File: src/rtl/ntt_pkg.sv
// Shared definitions for the NTT control-ROM sequencer: sizes, ROM word
// layout, the butterfly command struct and the sequencer state encoding.
package ntt_pkg;

    localparam int Q         = 3329;
    localparam int ADDR_W    = 7;
    localparam int NUM_WORDS = 128;
    localparam int IDX_W     = 8;
    localparam int ZETA_W    = 12;
    localparam int WORD_W    = 64;

    localparam logic [ADDR_W-1:0] LAST_ADDR = ADDR_W'(NUM_WORDS - 1);

    // ROM word layout: two 32-bit halves, each {rsv[3:0], zeta, idx_a, idx_b}
    localparam int HI_LSB      = 32;
    localparam int RSV_W       = 4;
    localparam int RSV_HI_LSB  = 60;
    localparam int RSV_LO_LSB  = 28;

    // Field positions inside one half once the reserved nibble is removed
    localparam int HALF_W      = 28;
    localparam int PAYLOAD_W   = 2 * HALF_W;
    localparam int ZETA_LSB    = 16;
    localparam int IDXA_LSB    = 8;
    localparam int IDXB_LSB    = 0;

    typedef struct packed {
        logic [IDX_W-1:0]  idx_a;
        logic [IDX_W-1:0]  idx_b;
        logic [ZETA_W-1:0] zeta;
        logic              slot;
        logic              last;
    } bf_cmd_t;

    typedef enum logic [1:0] {
        ST_IDLE,
        ST_FILL,
        ST_RUN,
        ST_DONE
    } state_t;

    // True when either reserved nibble of a ROM word is nonzero
    function automatic logic reserved_bad(input logic [WORD_W-1:0] w);
        return (w[RSV_HI_LSB +: RSV_W] != '0) || (w[RSV_LO_LSB +: RSV_W] != '0);
    endfunction

    // Drops both reserved nibbles, leaving {hi_half, lo_half}
    function automatic logic [PAYLOAD_W-1:0] strip_payload(input logic [WORD_W-1:0] w);
        return {w[RSV_HI_LSB-1:HI_LSB], w[RSV_LO_LSB-1:0]};
    endfunction

endpackage

File: src/rtl/ntt_word_buf.sv
// Two-entry ROM word buffer. The current word is issued as two butterfly
// commands (low half, then high half); the next word waits behind it so the
// command stream never bubbles. Also flags words with reserved bits set.
module ntt_word_buf
    import ntt_pkg::*;
(
    input  logic              clk_i,
    input  logic              rst_ni,
    input  logic              clear_i,
    input  logic              load_cur_i,
    input  logic              load_nxt_i,
    input  logic              load_last_i,
    input  logic [WORD_W-1:0] rom_word_i,
    input  logic              ready_i,
    output logic              cur_valid_o,
    output logic              nxt_valid_o,
    output logic              fire_o,
    output bf_cmd_t           cmd_o,
    output logic              fmt_err_o
);

    logic [PAYLOAD_W-1:0] cur_word_q;
    logic [PAYLOAD_W-1:0] nxt_word_q;
    logic                 cur_last_q;
    logic                 nxt_last_q;
    logic                 cur_valid_q;
    logic                 nxt_valid_q;
    logic                 slot_q;
    logic                 fmt_err_q;
    logic                 fire;
    logic [HALF_W-1:0]    half;

    assign fire        = cur_valid_q && ready_i;
    assign fire_o      = fire;
    assign cur_valid_o = cur_valid_q;
    assign nxt_valid_o = nxt_valid_q;
    assign fmt_err_o   = fmt_err_q;

    // Buffer state: load/advance the current word, refill the prefetch slot, track format errors
    always_ff @(posedge clk_i or negedge rst_ni) begin
        if (!rst_ni) begin
            cur_word_q  <= '0;
            nxt_word_q  <= '0;
            cur_last_q  <= 1'b0;
            nxt_last_q  <= 1'b0;
            cur_valid_q <= 1'b0;
            nxt_valid_q <= 1'b0;
            slot_q      <= 1'b0;
            fmt_err_q   <= 1'b0;
        end else if (clear_i) begin
            cur_last_q  <= 1'b0;
            nxt_last_q  <= 1'b0;
            cur_valid_q <= 1'b0;
            nxt_valid_q <= 1'b0;
            slot_q      <= 1'b0;
            fmt_err_q   <= 1'b0;
        end else begin
            if (load_cur_i) begin
                cur_word_q  <= strip_payload(rom_word_i);
                cur_last_q  <= load_last_i;
                cur_valid_q <= 1'b1;
                slot_q      <= 1'b0;
            end else if (fire) begin
                if (slot_q) begin
                    slot_q      <= 1'b0;
                    cur_word_q  <= nxt_word_q;
                    cur_last_q  <= nxt_last_q;
                    cur_valid_q <= nxt_valid_q;
                end else begin
                    slot_q <= 1'b1;
                end
            end
            if (load_nxt_i) begin
                nxt_word_q  <= strip_payload(rom_word_i);
                nxt_last_q  <= load_last_i;
                nxt_valid_q <= 1'b1;
            end else if (fire && slot_q) begin
                nxt_valid_q <= 1'b0;
            end
            if ((load_cur_i || load_nxt_i) && reserved_bad(rom_word_i)) begin
                fmt_err_q <= 1'b1;
            end
        end
    end

    // Select the half addressed by the slot pointer and unpack it into a command
    always_comb begin
        half        = slot_q ? cur_word_q[PAYLOAD_W-1:HALF_W] : cur_word_q[HALF_W-1:0];
        cmd_o.idx_a = half[IDXA_LSB +: IDX_W];
        cmd_o.idx_b = half[IDXB_LSB +: IDX_W];
        cmd_o.zeta  = half[ZETA_LSB +: ZETA_W];
        cmd_o.slot  = slot_q;
        cmd_o.last  = cur_valid_q && cur_last_q && slot_q;
    end

endmodule

File: src/rtl/ntt_rom_sequencer.sv
// Walks the 128-word NTT control ROM once per start and streams single
// butterfly commands, hiding the ROM read latency and absorbing back-pressure.
module ntt_rom_sequencer
    import ntt_pkg::*;
(
    input  logic              clk,
    input  logic              rst_n,
    input  logic              start,
    output logic              busy,
    output logic              done,
    output logic              fmt_err,
    output logic [ADDR_W-1:0] rom_addr,
    input  logic [WORD_W-1:0] rom_dout,
    output logic              bf_valid,
    input  logic              bf_ready,
    output logic [IDX_W-1:0]  bf_idx_a,
    output logic [IDX_W-1:0]  bf_idx_b,
    output logic [ZETA_W-1:0] bf_zeta,
    output logic              bf_slot,
    output logic              bf_last
);

    state_t            state_q;
    logic              busy_q;
    logic              done_q;
    logic [ADDR_W-1:0] addr_q;
    logic [ADDR_W-1:0] addr_d;
    logic              stable_q;
    logic              fill_wait_q;
    logic              fetch_done_q;

    logic              start_acc;
    logic              load_cur;
    logic              load_nxt;
    logic              at_last;
    logic              nxt_valid;
    logic              cur_valid;
    logic              fire;
    logic              last_fire;
    bf_cmd_t           cmd;

    // rom_dout reflects addr_q only once addr_q has held across one edge (stable_q)
    assign start_acc = (state_q == ST_IDLE) && start;
    assign load_cur  = (state_q == ST_FILL) && fill_wait_q;
    assign load_nxt  = (state_q == ST_RUN) && stable_q && !nxt_valid && !fetch_done_q;
    assign at_last   = (addr_q == LAST_ADDR);
    assign last_fire = fire && cmd.last;

    ntt_word_buf u_word_buf (
        .clk_i       (clk),
        .rst_ni      (rst_n),
        .clear_i     (start_acc),
        .load_cur_i  (load_cur),
        .load_nxt_i  (load_nxt),
        .load_last_i (load_nxt && at_last),
        .rom_word_i  (rom_dout),
        .ready_i     (bf_ready),
        .cur_valid_o (cur_valid),
        .nxt_valid_o (nxt_valid),
        .fire_o      (fire),
        .cmd_o       (cmd),
        .fmt_err_o   (fmt_err)
    );

    // Next ROM address: step once during fill, then after each prefetch capture, parked at 0 when idle
    always_comb begin
        addr_d = addr_q;
        case (state_q)
            ST_IDLE: addr_d = '0;
            ST_FILL: if (!fill_wait_q) addr_d = addr_q + 1'b1;
            ST_RUN:  if (load_nxt && !at_last) addr_d = addr_q + 1'b1;
            ST_DONE: addr_d = '0;
            default: addr_d = '0;
        endcase
    end

    // Sequencer FSM with registered busy/done and the ROM address counter
    always_ff @(posedge clk or negedge rst_n) begin
        if (!rst_n) begin
            state_q      <= ST_IDLE;
            busy_q       <= 1'b0;
            done_q       <= 1'b0;
            addr_q       <= '0;
            stable_q     <= 1'b0;
            fill_wait_q  <= 1'b0;
            fetch_done_q <= 1'b0;
        end else begin
            addr_q   <= addr_d;
            stable_q <= (addr_d == addr_q);
            case (state_q)
                ST_IDLE: begin
                    done_q <= 1'b0;
                    if (start) begin
                        state_q      <= ST_FILL;
                        busy_q       <= 1'b1;
                        fill_wait_q  <= 1'b0;
                        fetch_done_q <= 1'b0;
                    end
                end
                ST_FILL: begin
                    if (!fill_wait_q) begin
                        fill_wait_q <= 1'b1;
                    end else begin
                        state_q <= ST_RUN;
                    end
                end
                ST_RUN: begin
                    if (load_nxt && at_last) begin
                        fetch_done_q <= 1'b1;
                    end
                    if (last_fire) begin
                        state_q <= ST_DONE;
                        busy_q  <= 1'b0;
                        done_q  <= 1'b1;
                    end
                end
                ST_DONE: begin
                    done_q  <= 1'b0;
                    state_q <= ST_IDLE;
                end
                default: state_q <= ST_IDLE;
            endcase
        end
    end

    assign busy     = busy_q;
    assign done     = done_q;
    assign rom_addr = addr_q;
    assign bf_valid = cur_valid;
    assign bf_idx_a = cmd.idx_a;
    assign bf_idx_b = cmd.idx_b;
    assign bf_zeta  = cmd.zeta;
    assign bf_slot  = cmd.slot;
    assign bf_last  = cmd.last;

endmodule

File: config.mk
export PLATFORM = sky130hd
export DESIGN_NAME = ntt_rom_sequencer
export DESIGN_NICKNAME = d
export VERILOG_FILES = /design/src/rtl/ntt_pkg.sv /design/src/rtl/ntt_word_buf.sv /design/src/rtl/ntt_rom_sequencer.sv
export SDC_FILE = /design/constraint.sdc
export NUM_CORES = 1
export LEC_CHECK = 0
export ABC_AREA = 0
export CAP_MARGIN = 20
export CORE_AREA = 10 10 124 126
export DETAILED_ROUTE_END_ITERATION = 12
export DIE_AREA = 0 0 134 136
export PLACE_DENSITY = 0.75
export SYNTH_ARGS = -nofsm -noshare
export SYNTH_HDL_FRONTEND = slang
export SYNTH_SLANG_ARGS = --single-unit
File: constraint.sdc
create_clock -name clk -period 5 [get_ports clk]
set_clock_uncertainty 0.1 [all_clocks]
set_input_delay 0.5 -clock clk [delete_from_list [all_inputs] [get_ports clk]]
set_output_delay 0.5 -clock clk [all_outputs]
set_load 0.01 [all_outputs]
==> metrics.txt <==
# TYPE chip_impl_metric gauge
chip_impl_metric{name="finalCritPeriodShare",unit=""} 0.660
chip_impl_metric{name="first_global_vias",unit=""} 4729
chip_impl_metric{name="die-height",unit="um"} 136
chip_impl_metric{name="cts.repair_timing.setup_buffer_count",unit=""} 0
chip_impl_metric{name="worstPathMaxFanout",unit=""} 88
chip_impl_metric{name="wire_per_inst",unit="um"} 18.0
chip_impl_metric{name="dpl.hpwl",unit="um"} 9720
chip_impl_info{name="worst_setup_path_start_kind",value="flip-flop"} 1
chip_impl_metric{name="post_drt_via_cell_ratio",unit=""} 5.43
chip_impl_metric{name="setup-violations-final",unit=""} 0
chip_impl_metric{name="synth_area_per_cell",unit="um2"} 12.1
chip_impl_metric{name="ys_seq_elements",unit=""} 132
chip_impl_metric{name="nNetsFinal",unit=""} 695
chip_impl_metric{name="grt_first_pass_wirelength",unit="um"} 24200
chip_impl_info{name="rsz0062_at_grt",value="no"} 1
chip_impl_metric{name="yosys_warnings",unit=""} 0
chip_impl_metric{name="synth_enable_flop_cells",unit=""} 0
chip_impl_metric{name="timing.max_slew.rel_slack",unit=""} 0.273
chip_impl_info{name="crit_type",value="flip-flop to flip-flop"} 1
chip_impl_metric{name="synth.yosys.seq_area_share",unit=""} 0.517
chip_impl_info{name="cts-root-buf",value="sky130_fd_sc_hd__clkbuf_16"} 1
chip_impl_metric{name="post_synth_num_cell_types",unit=""} 44
chip_impl_metric{name="gp_congestion",unit=""} 0.816
chip_impl_info{name="run_status",value="complete, no violations"} 1
chip_impl_metric{name="max_freq",unit="GHz"} 0.303
chip_impl_metric{name="ffs_w_async_s_r_synth",unit=""} 1.00
chip_impl_metric{name="critical_path_arrival",unit="ns"} 3.53
chip_impl_info{name="crit_path_cell_trace",value="inv_1 -> ha_1 -> nand2_4 -> a21oi_4 -> buf_12 -> nor2_1 -> a21oi_1"} 1
chip_impl_metric{name="route.vias.total",unit=""} 4405
chip_impl_metric{name="clk_pin_slew",unit="ns"} 0.06
chip_impl_metric{name="grt_max_degree",unit=""} 89
chip_impl_metric{name="cts_hold_buffers_added",unit=""} 0
chip_impl_metric{name="report.final.hold_viol_count",unit=""} 0
chip_impl_metric{name="synthesis.instances",unit=""} 526
chip_impl_metric{name="slew_at_the_pin_closest_to_its_max_slew_limit",unit="ns"} 1.09
chip_impl_metric{name="max_cap_viol_count",unit=""} 0
chip_impl_metric{name="coreArea",unit="mm2"} 0.0130
chip_impl_metric{name="finalMaxSlewViolations",unit=""} 0
chip_impl_metric{name="postSynthNetCount",unit=""} 599
chip_impl_metric{name="drt-initial-drc-count",unit=""} 349
chip_impl_metric{name="powerDensity",unit="mW/mm2"} 704
chip_impl_metric{name="drive_above_1_share",unit=""} 0.208
chip_impl_info{name="setup.worst_path.start",value="state_q[1]"} 1
chip_impl_metric{name="width_of_the_chip",unit="um"} 134
chip_impl_metric{name="drt_first_pass_iters",unit=""} 4
chip_impl_metric{name="synthMuxAreaShare",unit=""} 0.274
chip_impl_metric{name="htreeDepth",unit=""} 4
chip_impl_metric{name="synth_compound_area_frac",unit=""} 0.0862
chip_impl_metric{name="cts_made_buffers",unit=""} 17
chip_impl_metric{name="antennaDiodeCount",unit=""} 0
chip_impl_metric{name="place_area",unit="mm2"} 0.00754
chip_impl_info{name="cts_tree",value="built"} 1
chip_impl_metric{name="clockBufferDepth",unit=""} 2
chip_impl_metric{name="period_needed",unit="ns"} 3.30
chip_impl_metric{name="pin_count",unit=""} 109
chip_impl_metric{name="total_detailed_routing_wirelength",unit="um"} 14600
chip_impl_metric{name="path_buf_inv",unit=""} 2
chip_impl_metric{name="insertion_delay",unit="ns"} 0.41
chip_impl_metric{name="initial_core_util",unit=""} 0.492
chip_impl_metric{name="number_of_antenna_violations_at_the_first_check_in_global_routing",unit=""} 0
chip_impl_metric{name="critical-path-max-stage-delay",unit="ns"} 0.79
chip_impl_metric{name="die_area",unit="mm2"} 0.0182
chip_impl_info{name="crit_family",value="compound AO/OA/AOI/OAI gates"} 1
chip_impl_metric{name="power.leakage",unit="nW"} 3.81
chip_impl_metric{name="rows",unit=""} 42
chip_impl_metric{name="port-buffer-count",unit=""} 108
chip_impl_metric{name="cts-resized-gates",unit=""} 0
chip_impl_metric{name="drc_errors",unit=""} 0
chip_impl_metric{name="layout.cell_area.non_filler",unit="mm2"} 0.00819
chip_impl_metric{name="global_route.usage.total",unit=""} 0.166
chip_impl_metric{name="synth_adder_area_share",unit=""} 0.00980
chip_impl_metric{name="finalSetupTns",unit="ns"} 0
chip_impl_metric{name="tritoncts_num_sinks",unit=""} 132
chip_impl_info{name="worst_r2r_startpoint",value="state_q[1]"} 1
chip_impl_info{name="endpoint_kind",value="flip-flop"} 1
chip_impl_metric{name="synth-xor-area-share",unit=""} 0.00412
chip_impl_metric{name="synth_area",unit="mm2"} 0.00638
chip_impl_metric{name="detail-route-antenna-nets",unit=""} 0
chip_impl_metric{name="tot_pwr",unit="mW"} 5.77
chip_impl_metric{name="worst-endpoint-required",unit="ns"} 5.23
chip_impl_metric{name="vdd_drop_max",unit="uV"} 346
chip_impl_info{name="slowest_stage",value="sky130_fd_sc_hd__a21oi_4"} 1
chip_impl_metric{name="area_growth",unit="%"} 28.3
chip_impl_metric{name="synth_simple_gate_area_frac",unit=""} 0.0715
chip_impl_metric{name="gr_overflow_total",unit=""} 0
chip_impl_info{name="hold_path.class",value="input pin to asynchronous set/reset pin"} 1
chip_impl_info{name="synth_top_family_by_area",value="multiplexers"} 1
chip_impl_info{name="synthFlopType",value="sky130_fd_sc_hd__dfrtp_1"} 1
metrics by stage:
step	cells	hold slack, ns	utilization	worst slack, ns
floorplan	526	0.104	-	3.15
global placement	779	0.387	0.581	1.89
detailed placement	779	0.393	0.581	1.76
CTS	811	0.0539	0.631	1.61
global route	811	0.0914	0.631	1.42
finish	811	0.0432	0.631	1.70
worst register-to-register path: cells and delay by family (launching register included):
family	cells	cell delay (ns)
AO/OA/AOI/OAI	2	0.97
adder cells (fa/ha/maj)	1	0.46
flip-flops	1	0.40
AND/OR/NAND/NOR	2	0.79
buffers and inverters	2	0.49
cells in the mapped netlist (all sizes together), types with 3 or more instances:
library cell,instances,area share
ha,5,0.0098
xnor2,3,0.0041
nand3,4,0.0031
buf,29,0.030
mux2,89,0.18
dfrtp,132,0.52
mux2i,59,0.093
a21oi,73,0.058
nand2,11,0.0065
nor4,3,0.0029
nor2,63,0.037
and3,3,0.0031
o31ai,3,0.0035
o21ai,8,0.0063
inv,6,0.0035
clkbuf,6,0.0035
layout by cell type (no fill, tap or decap), types with 4 or more instances in the layout:
master | synthesis | routed
sky130_fd_sc_hd__nand3_1 | 4 | 4
sky130_fd_sc_hd__mux2_2 | 48 | 48
sky130_fd_sc_hd__nand2_1 | 11 | 9
sky130_fd_sc_hd__ha_1 | 5 | 5
sky130_fd_sc_hd__nor2_1 | 63 | 63
sky130_fd_sc_hd__a21oi_1 | 71 | 71
sky130_fd_sc_hd__mux2i_1 | 59 | 59
sky130_fd_sc_hd__bufinv_16 | 0 | 5
sky130_fd_sc_hd__dfrtp_1 | 132 | 132
sky130_fd_sc_hd__o21ai_0 | 8 | 8
sky130_fd_sc_hd__clkdlybuf4s50_1 | 0 | 107
sky130_fd_sc_hd__buf_4 | 4 | 4
sky130_fd_sc_hd__inv_1 | 6 | 6
sky130_fd_sc_hd__mux2_4 | 41 | 41
sky130_fd_sc_hd__clkbuf_16 | 0 | 17
report_power, final:
group / switching (mW) / total, mW / internal (mW)
clock network: 0.442 / 1.37 / 0.923
logic: 1.13 / 2.51 / 1.38
registers: 0.301 / 1.89 / 1.59
registers in the layout (all words and copies together) (netlist names), 2 cells and up:
register	cells
rom_addr	7
state_q	2
u_word_buf.cur_word_q	56
u_word_buf.nxt_word_q	56
final timing paths:
| path | end | slack, ns | depth (start not counted) |
|---|---|---|---|
| hold / removal | u_word_buf.nxt_word_q[13] | 0.04 | 1 |
| hold reg to reg | u_word_buf.nxt_word_q[3] | 0.40 | 1 |
| setup / recovery | u_word_buf.cur_word_q[4] | 1.70 | 7 |
| max in group asynchronous | u_word_buf.nxt_word_q[26] | 3.69 | 2 |
| min in group clk | u_word_buf.nxt_word_q[3] | 0.40 | 1 |
| setup reg to reg | u_word_buf.cur_word_q[4] | 1.70 | 7 |
cells by family (layout without fill, tap and decap cells):
logic type,Yosys count,count (layout)
buffers and inverters,42,151
adders and majority gates,5,5
AOI/OAI and AO/OA,97,97
DFF,132,132
and+or+nand+nor,99,99
muxes,148,148
xor gates and xnor gates,3,3
cell type report:
| class | instances | area [um2] |
|---|---|---|
| sequential | 132 | 3300 |
| clock buffer | 23 | 478 |
| tap | 176 | 220 |
| fill | 991 | 4790 |
| inverter | 7 | 26.3 |
| timing repair buffer | 112 | 1120 |
| clock inverter | 9 | 174 |
| multi-input combinational | 352 | 2870 |
metal layers:
layer,track usage,up-vias,part of all wire
met3,0.0461,18,0.043
li1,-,2072,-
met1,0.201,2193,0.43
met5,0,-,0
met2,0.276,122,0.51
met4,0.0623,0,0.015
(Power assumes the default switching activity.)
